### src/rtl/rob_pkg.sv
// Shared definitions for the reorder buffer. These cover the entry type
// encodings, the reserved tag and the tag-pointer wrap helper.
package rob_pkg;

    // Default tag width; entries are 1..2**ROB_Q_WIDTH-1
    localparam int ROB_Q_WIDTH = 4;
    localparam int ROB_DEPTH   = 2**ROB_Q_WIDTH - 1;

    // Tag 0 means "no dependency" and is never allocated
    localparam int TAG_NONE = 0;

    // What an entry does when it retires
    typedef enum logic [1:0] {
        ROB_REG    = 2'd0,   // register write
        ROB_BRANCH = 2'd1,   // conditional branch, may redirect
        ROB_STORE  = 2'd2,   // store, released to the SLBuffer at commit
        ROB_JUMP   = 2'd3    // jump-and-link: writes rd and may redirect
    } rob_type_e;

    // Tag pointers step 1..depth and wrap back to 1, skipping TAG_NONE
    function automatic int unsigned next_tag(input int unsigned tag,
                                             input int unsigned depth);
        return (tag >= depth) ? 32'd1 : tag + 32'd1;
    endfunction

endpackage

### src/rtl/reorder_buffer.sv
// In-order retirement buffer. It allocates tags at issue and records
// results from the ex and SLBuffer buses. It retires one entry per cycle
// from the head and flushes everything when a branch or jump at the head
// turns out to have been mispredicted.
module reorder_buffer
    import rob_pkg::*;
#(
    parameter int Q_WIDTH        = 4,
    parameter int REG_ADDR_WIDTH = 5
) (
    input  logic                      clk_in,
    input  logic                      rst_in,
    input  logic                      rdy_in,
    // issue side
    input  logic                      issue_valid,
    input  logic [1:0]                issue_type,
    input  logic [REG_ADDR_WIDTH-1:0] issue_rd,
    input  logic [31:0]               issue_pred_npc,
    output logic [Q_WIDTH-1:0]        alloc_tag,
    output logic                      rob_full,
    // ex result bus
    input  logic                      update_control,
    input  logic [Q_WIDTH-1:0]        target_ROB_pos,
    input  logic [31:0]               V_ex,
    input  logic [31:0]               ex_npc,
    // SLBuffer result bus
    input  logic                      has_slb_result,
    input  logic [Q_WIDTH-1:0]        slb_target_ROB_pos,
    input  logic [31:0]               V_slb,
    // operand lookups for issue
    input  logic [Q_WIDTH-1:0]        query_tag1,
    input  logic [Q_WIDTH-1:0]        query_tag2,
    output logic                      query_ready1,
    output logic                      query_ready2,
    output logic [31:0]               query_value1,
    output logic [31:0]               query_value2,
    // commit side
    output logic                      commit_reg_valid,
    output logic [REG_ADDR_WIDTH-1:0] commit_rd,
    output logic [31:0]               commit_value,
    output logic [Q_WIDTH-1:0]        commit_tag,
    output logic                      commit_store_valid,
    output logic                      control_hazard,
    output logic [31:0]               redirect_pc
);

    localparam int NUM_SLOTS = 2**Q_WIDTH;
    localparam int DEPTH     = NUM_SLOTS - 1;

    localparam logic [Q_WIDTH-1:0] NO_TAG    = Q_WIDTH'(TAG_NONE);
    localparam logic [Q_WIDTH-1:0] FIRST_TAG = Q_WIDTH'(1);
    localparam logic [Q_WIDTH-1:0] FULL_CNT  = Q_WIDTH'(DEPTH);
    localparam logic [Q_WIDTH-1:0] ONE       = Q_WIDTH'(1);

    function automatic logic [Q_WIDTH-1:0] step_tag(input logic [Q_WIDTH-1:0] t);
        return Q_WIDTH'(next_tag(32'(t), DEPTH));
    endfunction

    // Pointers and occupancy
    logic [Q_WIDTH-1:0] head_q, head_d;
    logic [Q_WIDTH-1:0] tail_q, tail_d;
    logic [Q_WIDTH-1:0] count_q, count_d;

    // Per-entry control bits (slot 0 is never used)
    logic [NUM_SLOTS-1:0] busy_q;
    logic [NUM_SLOTS-1:0] ready_q;

    // Per-entry payload
    rob_type_e                 type_q     [NUM_SLOTS];
    logic [REG_ADDR_WIDTH-1:0] rd_q       [NUM_SLOTS];
    logic [31:0]               pred_npc_q [NUM_SLOTS];
    logic [31:0]               act_npc_q  [NUM_SLOTS];
    logic [31:0]               value_q    [NUM_SLOTS];

    // Registered commit outputs
    logic                      commit_reg_valid_q;
    logic [REG_ADDR_WIDTH-1:0] commit_rd_q;
    logic [31:0]               commit_value_q;
    logic [Q_WIDTH-1:0]        commit_tag_q;
    logic                      commit_store_valid_q;
    logic                      control_hazard_q;
    logic [31:0]               redirect_pc_q;

    // Per-cycle decisions
    logic      accept;
    logic      alloc_fire;
    logic      ex_wb;
    logic      slb_wb;
    logic      commit_fire;
    logic      mispredict;
    rob_type_e head_type;

    assign rob_full  = (count_q == FULL_CNT);
    assign alloc_tag = tail_q;
    assign head_type = type_q[head_q];

    // While the flush pulse is out, issue and writebacks belong to the wrong path
    assign accept = rdy_in && !control_hazard_q;

    assign alloc_fire = accept && issue_valid && !rob_full;

    assign ex_wb  = accept && update_control && (target_ROB_pos != NO_TAG)
                    && busy_q[target_ROB_pos];
    assign slb_wb = accept && has_slb_result && (slb_target_ROB_pos != NO_TAG)
                    && busy_q[slb_target_ROB_pos];

    assign commit_fire = rdy_in && busy_q[head_q] && ready_q[head_q];

    assign mispredict = commit_fire
                        && ((head_type == ROB_BRANCH) || (head_type == ROB_JUMP))
                        && (act_npc_q[head_q] != pred_npc_q[head_q]);

    // Next pointers and count; a mispredict empties the buffer outright
    always_comb begin
        // NOTE: every signal gets a default before any branch, so no path leaves it unassigned and no latch is inferred.
        head_d  = head_q;
        tail_d  = tail_q;
        count_d = count_q;
        if (mispredict) begin
            head_d  = FIRST_TAG;
            tail_d  = FIRST_TAG;
            count_d = '0;
        end else begin
            if (alloc_fire)  tail_d = step_tag(tail_q);
            if (commit_fire) head_d = step_tag(head_q);
            case ({alloc_fire, commit_fire})
                2'b10:   count_d = count_q + ONE;
                2'b01:   count_d = count_q - ONE;
                default: count_d = count_q;
            endcase
        end
    end

    // Pointer and count registers
    always_ff @(posedge clk_in or posedge rst_in) begin
        if (rst_in) begin
            head_q  <= FIRST_TAG;
            tail_q  <= FIRST_TAG;
            count_q <= '0;
        end else begin
            // NOTE: state registers use non-blocking assignment so every flop samples pre-edge values.
            head_q  <= head_d;
            tail_q  <= tail_d;
            count_q <= count_d;
        end
    end

    // Busy/ready bits: set on allocate, ready on writeback, cleared on commit or flush
    always_ff @(posedge clk_in or posedge rst_in) begin
        if (rst_in) begin
            busy_q  <= '0;
            ready_q <= '0;
        end else if (mispredict) begin
            busy_q  <= '0;
            ready_q <= '0;
        end else begin
            if (alloc_fire) begin
                busy_q[tail_q]  <= 1'b1;
                ready_q[tail_q] <= 1'b0;
            end
            if (ex_wb)  ready_q[target_ROB_pos]     <= 1'b1;
            if (slb_wb) ready_q[slb_target_ROB_pos] <= 1'b1;
            if (commit_fire) begin
                busy_q[head_q]  <= 1'b0;
                ready_q[head_q] <= 1'b0;
            end
        end
    end

    // Entry payload writes; the SLBuffer write comes last so it wins a tag clash
    // NOTE: the payload array has no reset; it is only read behind busy/ready, which are reset.
    always_ff @(posedge clk_in) begin
        if (alloc_fire) begin
            type_q[tail_q]     <= rob_type_e'(issue_type);
            rd_q[tail_q]       <= issue_rd;
            pred_npc_q[tail_q] <= issue_pred_npc;
        end
        if (ex_wb) begin
            value_q[target_ROB_pos]   <= V_ex;
            act_npc_q[target_ROB_pos] <= ex_npc;
        end
        if (slb_wb) begin
            value_q[slb_target_ROB_pos] <= V_slb;
        end
    end

    // Commit outputs, registered one cycle after the retire decision
    always_ff @(posedge clk_in or posedge rst_in) begin
        if (rst_in) begin
            commit_reg_valid_q   <= 1'b0;
            commit_rd_q          <= '0;
            commit_value_q       <= '0;
            commit_tag_q         <= '0;
            commit_store_valid_q <= 1'b0;
            control_hazard_q     <= 1'b0;
            redirect_pc_q        <= '0;
        end else if (!rdy_in) begin
            commit_reg_valid_q   <= 1'b0;
            commit_store_valid_q <= 1'b0;
            control_hazard_q     <= 1'b0;
        end else begin
            commit_reg_valid_q   <= commit_fire
                                    && ((head_type == ROB_REG) || (head_type == ROB_JUMP))
                                    && (rd_q[head_q] != '0);
            commit_store_valid_q <= commit_fire && (head_type == ROB_STORE);
            control_hazard_q     <= mispredict;
            if (commit_fire) begin
                commit_rd_q    <= rd_q[head_q];
                commit_value_q <= value_q[head_q];
                commit_tag_q   <= head_q;
            end
            if (mispredict) begin
                redirect_pc_q <= act_npc_q[head_q];
            end
        end
    end

    assign commit_reg_valid   = commit_reg_valid_q;
    assign commit_rd          = commit_rd_q;
    assign commit_value       = commit_value_q;
    assign commit_tag         = commit_tag_q;
    assign commit_store_valid = commit_store_valid_q;
    assign control_hazard     = control_hazard_q;
    assign redirect_pc        = redirect_pc_q;

    // Operand lookups see registered state only; tag 0 never reports ready
    assign query_ready1 = (query_tag1 != NO_TAG) && busy_q[query_tag1] && ready_q[query_tag1];
    assign query_ready2 = (query_tag2 != NO_TAG) && busy_q[query_tag2] && ready_q[query_tag2];
    assign query_value1 = query_ready1 ? value_q[query_tag1] : 32'd0;
    assign query_value2 = query_ready2 ? value_q[query_tag2] : 32'd0;

endmodule

### config.mk
export PLATFORM = sky130hd
export DESIGN_NAME = reorder_buffer
export DESIGN_NICKNAME = d
export VERILOG_FILES = /design/src/rtl/rob_pkg.sv /design/src/rtl/reorder_buffer.sv
export SDC_FILE = /design/constraint.sdc
export NUM_CORES = 2
export LEC_CHECK = 0
export BUFFER_PORTS_ARGS = -buffer_cell sky130_fd_sc_hd__buf_2
export CAP_MARGIN = 15
export CORE_MARGIN = 1.5
export CORE_UTILIZATION = 30
export CTS_BUF_LIST = sky130_fd_sc_hd__clkbuf_8
export DETAILED_ROUTE_END_ITERATION = 12
export GPL_TIMING_DRIVEN = 0
export PLACE_DENSITY = 0.57
export SLEW_MARGIN = 10
export SYNTH_ARGS = -nofsm -noshare
export SYNTH_HDL_FRONTEND = slang
export SYNTH_SLANG_ARGS = --single-unit
### constraint.sdc
create_clock -name clk_in -period 10.4 [get_ports clk_in]
set_input_delay 1.56 -clock clk_in [delete_from_list [all_inputs] [get_ports clk_in]]
set_output_delay 1.56 -clock clk_in [all_outputs]
set_load 0.05 [all_outputs]
; After elaboration in Yosys (flattened, before gate mapping)
; Memories as Yosys holds them, arrays and structs flattened. A register that Yosys moved wholly into a read port is not among the register bits.
; Cells that the tools add are included.
; W data, S select, Z words.
[totals]
regBits = 88
ramBits = 1648
in_bits = 157
mem_count = 5
out_inout_bits = 147
[memory_table]
columns = memory, words, word_bits, rd, rd_clocked_by_memory_dff, wr, line_no
row1 = act_npc_q, 16, 32, 1, 0, 1, reorder_buffer.sv:72  ; logic [31:0] act_npc_q [NUM_SLOTS];
row2 = pred_npc_q, 16, 32, 1, 0, 1, reorder_buffer.sv:71  ; logic [31:0] pred_npc_q [NUM_SLOTS];
row3 = value_q, 16, 32, 3, 1, 2, reorder_buffer.sv:73  ; logic [31:0] value_q [NUM_SLOTS];
row4 = rd_q, 16, 5, 1, 0, 1, reorder_buffer.sv:70  ; logic [REG_ADDR_WIDTH-1:0] rd_q [NUM_SLOTS];
row5 = type_q, 16, 2, 1, 0, 1, reorder_buffer.sv:69  ; rob_type_e type_q [NUM_SLOTS];
[op_classes]
bitwise_logic = 8
eq_ne = 7
addsub = 4
reduce_logical = 39
mux = 55
magnitude_cmp = 12
[ops]
columns = op, count
row1 = $mux W16, 12
row2 = $mux W32, 2
row3 = $and A16 B16 Y16, 3
row4 = $or A16 B16 Y16, 3
row5 = $bmux W1 S4, 8
row6 = $ne A32 B32 Y1, 1
row7 = $not A16 Y16, 2
row8 = $lt A4 B5 Y1 const B, 6
row9 = $mux W4, 7
row10 = $logic_and A1 B1 Y1, 24
row11 = $mux W1, 21
row12 = $demux W1 S4, 4
row13 = $ge A4 B1 Y1 const B, 4
row14 = $reduce_bool A4 Y1, 4
row15 = $add A4 B1 Y4 const B, 3
row16 = $ge A4 B4 Y1 const B, 2
row17 = $pmux W4 S2, 1
row18 = $eq A2 B2 Y1 const B, 3
row19 = $reduce_bool A5 Y1, 1
row20 = $eq A2 B1 Y1 const B, 2
row21 = $eq A4 B4 Y1 const B, 1
row22 = $reduce_and A2 Y1, 2
row23 = $reduce_bool A2 Y1, 2
row24 = $sub A4 B1 Y4 const B, 1
row25 = other kinds (4), 6

; Logic depth before layout (Yosys ltp)
[logic_depth]
ltp_word = 17
depth_mapped = 14

; Worst setup path before layout
; OpenSTA, ideal clock, no wires.
[synth_path]
path_type = in2reg
startpoint = input target_ROB_pos[0]
endpoint = memory value_q[3][0] (enable)
arrival_ns = 6.056
setup_ns = 0.390
n_path_buf = 1
path_slack_ns = 3.954
required_time_ns = 10.010
stages = 8
cell_sequence = clkbuf_1 -> mux4_2 -> mux4_2 -> and4_1 -> nand3_1 -> nor3_1 -> inv_1 -> nand2_1
[synth_lines]
columns = item, line_no
row1 = "start, declared", reorder_buffer.sv:23  ; input logic [Q_WIDTH-1:0] target_ROB_pos,
row2 = "end, declared", reorder_buffer.sv:73

; Final worst setup path
[layout_path]
startpoint = input query_tag1[0]
endpoint = output query_value1[11]
[layout_via]
elab_chain_cells = 5
[layout_lines]
columns = item, line_no
row1 = "start, declared", reorder_buffer.sv:31  ; input logic [Q_WIDTH-1:0] query_tag1,
row2 = $bmux W1 S4, reorder_buffer.sv:227  ; assign query_ready1 = (query_tag1 != NO_TAG) && busy_q[query_tag1] && ready_q[query_tag1];
row3 = $mux W1 (not written as such), reorder_buffer.sv:227
row4 = $logic_and A1 B1 Y1 (2 in a row), reorder_buffer.sv:227
row5 = $mux W32 (*), reorder_buffer.sv:229  ; assign query_value1 = query_ready1 ? value_q[query_tag1] : 32'd0;
row6 = "end, declared", reorder_buffer.sv:35  ; output logic [31:0] query_value1,
; Every way passes the cells marked *; elsewhere a longest branch is shown, timed or not. The select of a mux whose other input is x is not followed.

==> impl_metrics.yaml <==
grt:
  met2_usage_pct: 33.3
  met3_usage_pct: 5.40
  grt_pass1_vias: 48924
  grt_pass1_wl_um: 404000
  busiest_layer: "met2"
  overflow: 0
  grt_use_total_pct: 21.2
  grt_max_degree: 84
  globalRouteMet1Util_pct: 27.5
  antenna_found_initial: 81
layout:
  area_delta_synth_final_pct: 18.4
  utilization_pct: 35.7
  drive_gt1_share_pct: 45.5
  fillers: 25243
  multi_input_area_um2: 28100
  layout.nets: 5080
  final_cell_area_um2: 96700
  ff_latch_area_um2: 52500
worst_setup_path:
  crit_top_cell: "clkbuf_1"
  ff2ff_setup_slack_ns: 4.21
  ff2ff_path_depth: 13
  path_cells: "clkbuf_1 -> clkbuf_1 -> buf_2 -> a21oi_1 -> mux4_2 -> clkbuf_1 -> nor2b_1 -> buf_2"
  critPathBufInv: 5
  end_kind: "primary output"
  cp_num_cells: 8
  cp.required_ns: 8.84
  slowest_stage: "clkbuf_1"
  endpoint: "query_value1[11]"
  worst-setup-path-type: "in -> out"
  crit_family: "buffers and inverters"
  critPathLaunch: "query_tag1[0]"
  r2r_start: "head_q[2]"
  start_kind: "primary input"
  path_max_fanout: 10
  cp_slowest_stage_delay_ns: 0.84
  cp.arrival_ns: 5.62
  r2r_end: "alloc_tag[3]"
cts:
  cts_resized: 0
  clkTransAtPathRegs_ns: 0.05
  root_buffer: "clkbuf_8"
  cts_buffer_depth: 4
  cts-hold-fix-buffers: 0
  cts_htree_levels: 5
  clkSinkCount: 1768
  cts_setup_buffers: 0
  cts_tree: "yes"
  clkLatencyLatePin_ns: 1.05
  cts_buffers: 310
logic_synthesis:
  ys_ff_latch: 1768
  synth_top_area_share_pct: 60.6
  synth_edf_count: 1648
  synthTopCellsByArea: "edfxtp_1 (61%), mux4_2 (22%), mux2_2 (7.5%), dfrtp_1 (3.6%), a22oi_1 (1.2%)"
  synth_cell_types: 46
  synth_cells: 4100
  synth-adder-area-share_pct: 0.168
  synth_flop_cell: "edfxtp_1"
  syn_area_um2: 81700
  synth_compound_area_share_pct: 1.51
  synth.mux.area_fraction_pct: 29.5
  synth_xor_area_share_pct: 0.397
  synth_warnings: 0
  synth.avg_cell_area_um2: 19.9
  synth_top_family_by_area: "multiplexers"
  yosysSeqAreaShare_pct: 64.3
  yosys.area.top_type: "edfxtp_1"
  async_flop_share_pct: 6.79
  synth-simple-area-share_pct: 2.10
timing:
  clock.fmax_ghz: 0.139
  period_share_pct: 69.0
  fin_crit_ns: 7.18
  fin_tns_setup_ns: 0
  setup_viol: 0
  rsz0062_at_grt: "false"
  slew_headroom_pct: 11.6
  whs_ns: 0.500
  hold_viol: 0
  clock_skew_ns: 0.108
  slew_viol_final: 0
  worst_pin_slew_ns: 1.33
drt:
  drc: 0
  routed_wl_um: 299000
  ant_nets: 0
  avgViaCountPerCell: 5.57
  drtIter0Drc: 6669
  wl_per_cell_um: 34.1
  drt_first_pass_iters: 6
  dr_total_vias: 48816
floorplan:
  core-area_um2: 271000
  start_util_pct: 30.2
  dieArea_um2: 275000
  ios: 304
  num_rows: 191
  die_w_um: 525
  die_y_um: 525
pwr:
  p_per_area_nw_per_um2: 222
  p_leak_nw: 32.0
  irDropWorstVdd_mv: 0.157
job:
  drv_cap: 0
placement:
  dpl_cell_area_um2: 90800
  dp_hpwl_um: 204000
  numPortBuffers: 289
  gp_congestion: 0.886
hold_path:
  min_path_cells: 1
  worstHoldPathType: "reg -> reg"
outcome:
  outcome: "complete, no violations"
-- power breakdown --
part / switching [mW] / total (mW) / leakage (nW) / internal (mW)
Clock: 3.02 / 6.13 / 3.44 / 3.11
Combinational: 4.18 / 6.94 / 12.1 / 2.77
Sequential: 0.237 / 8.41 / 16.4 / 8.17
Total: 7.43 / 21.5 / 32.0 / 14.0
-- how the worst min path moves through the flow --
stage / start / to / slack, ns
after floorplan: count_q[3] / count_q[3] / 0.50
after global placement: redirect_pc[18] / redirect_pc[18] / 0.48
after detailed placement: redirect_pc[26] / redirect_pc[26] / 0.49
after CTS: redirect_pc[26] / redirect_pc[26] / 0.50
after global routing: redirect_pc[31] / redirect_pc[31] / 0.52
final: redirect_pc[28] / redirect_pc[28] / 0.50
-- synthesized netlist by cell type (3+ instances only) --
library cell / n
nor3_1: 41
buf_6: 3
and2_1: 5
a22oi_1: 128
dfrtp_1: 118
nor3b_1: 3
nand2_1: 110
nand2b_1: 9
clkbuf_1: 226
edfxtp_1: 1648
buf_1: 51
ha_1: 11
xnor2_1: 34
inv_1: 23
nand3_1: 15
nand4_1: 10
a21oi_1: 21
mux2_2: 542
nor2b_1: 75
o21ai_0: 16
mux4_2: 794
nor2_1: 71
buf_2: 104
mux2_1: 10
xor2_1: 3
-- state kept, by name, indices dropped and copies added, names as in the netlist, 5 cells and up --
name          count
value_q         512
act_npc_q       512
commit_rd         5
busy_q           16
redirect_pc      32
pred_npc_q      512
ready_q          16
type_q           32
commit_value     32
rd_q             80
-- placed cells by master, fill, tap and decap left out, types with 11 or more instances in the layout --
cell | synthesis | layout
a21oi_1 | 21 | 21
edfxtp_1 | 1648 | 1648
diode_2 | 0 | 30
conb_1 | 1 | 64
buf_8 | 0 | 14
ha_1 | 11 | 11
buf_4 | 0 | 30
mux4_2 | 794 | 794
a22oi_1 | 128 | 128
inv_1 | 23 | 152
buf_2 | 104 | 414
dfrtp_1 | 118 | 118
clkbuf_8 | 0 | 343
mux2_2 | 542 | 542
nor3_1 | 41 | 35
buf_16 | 0 | 38
clkinv_2 | 0 | 16
buf_1 | 51 | 30
nor2_1 | 71 | 47
buf_6 | 3 | 27
nand3_1 | 15 | 15
nor2b_1 | 75 | 75
clkbuf_1 | 226 | 213
clkinv_1 | 0 | 44
buf_12 | 0 | 42
nand2_1 | 110 | 109
clkbuf_2 | 0 | 13
nor2_4 | 0 | 23
xnor2_1 | 34 | 34
-- cells by family after synthesis --
logic type / Yosys count
flops: 1768
buf+inv: 407
compound gates: 175
other cells: 1
xor+xnor: 37
mux: 1347
simple gates: 354
fa+ha+maj: 11
-- metal layers --
layer	part of all wire (%)	routed length, um
met4	4.9	14600
met3	9.7	28900
met1	39	116000
met2	46	139000
met5	0.088	264
-- through the flow --
step           instances  setup WS, ns  total power [mW]
2_1_floorplan       4163          3.95              12.9
3_3_place_gp        8022         -3.02              15.3
3_5_place_dp        8163          3.34              15.5
4_1_cts             8722          3.33              21.6
5_1_grt             8749          3.22              22.2
6_report            8759          3.22              21.5
-- cell type report --
| type | instances | share of cell area, % |
|---|---|---|
| antenna | 30 | 0.0776 |
| buffer | 384 | 1.69 |
| clock buffer | 343 | 4.88 |
| clock inverter | 216 | 1.10 |
| inverter | 23 | 0.102 |
| multi-input combinational | 1988 | 29.1 |
| sequential | 1768 | 54.3 |
| tap | 3570 | 4.62 |
| timing repair buffer | 437 | 4.18 |
No activity file was read; power rests on OpenSTA's default activity.
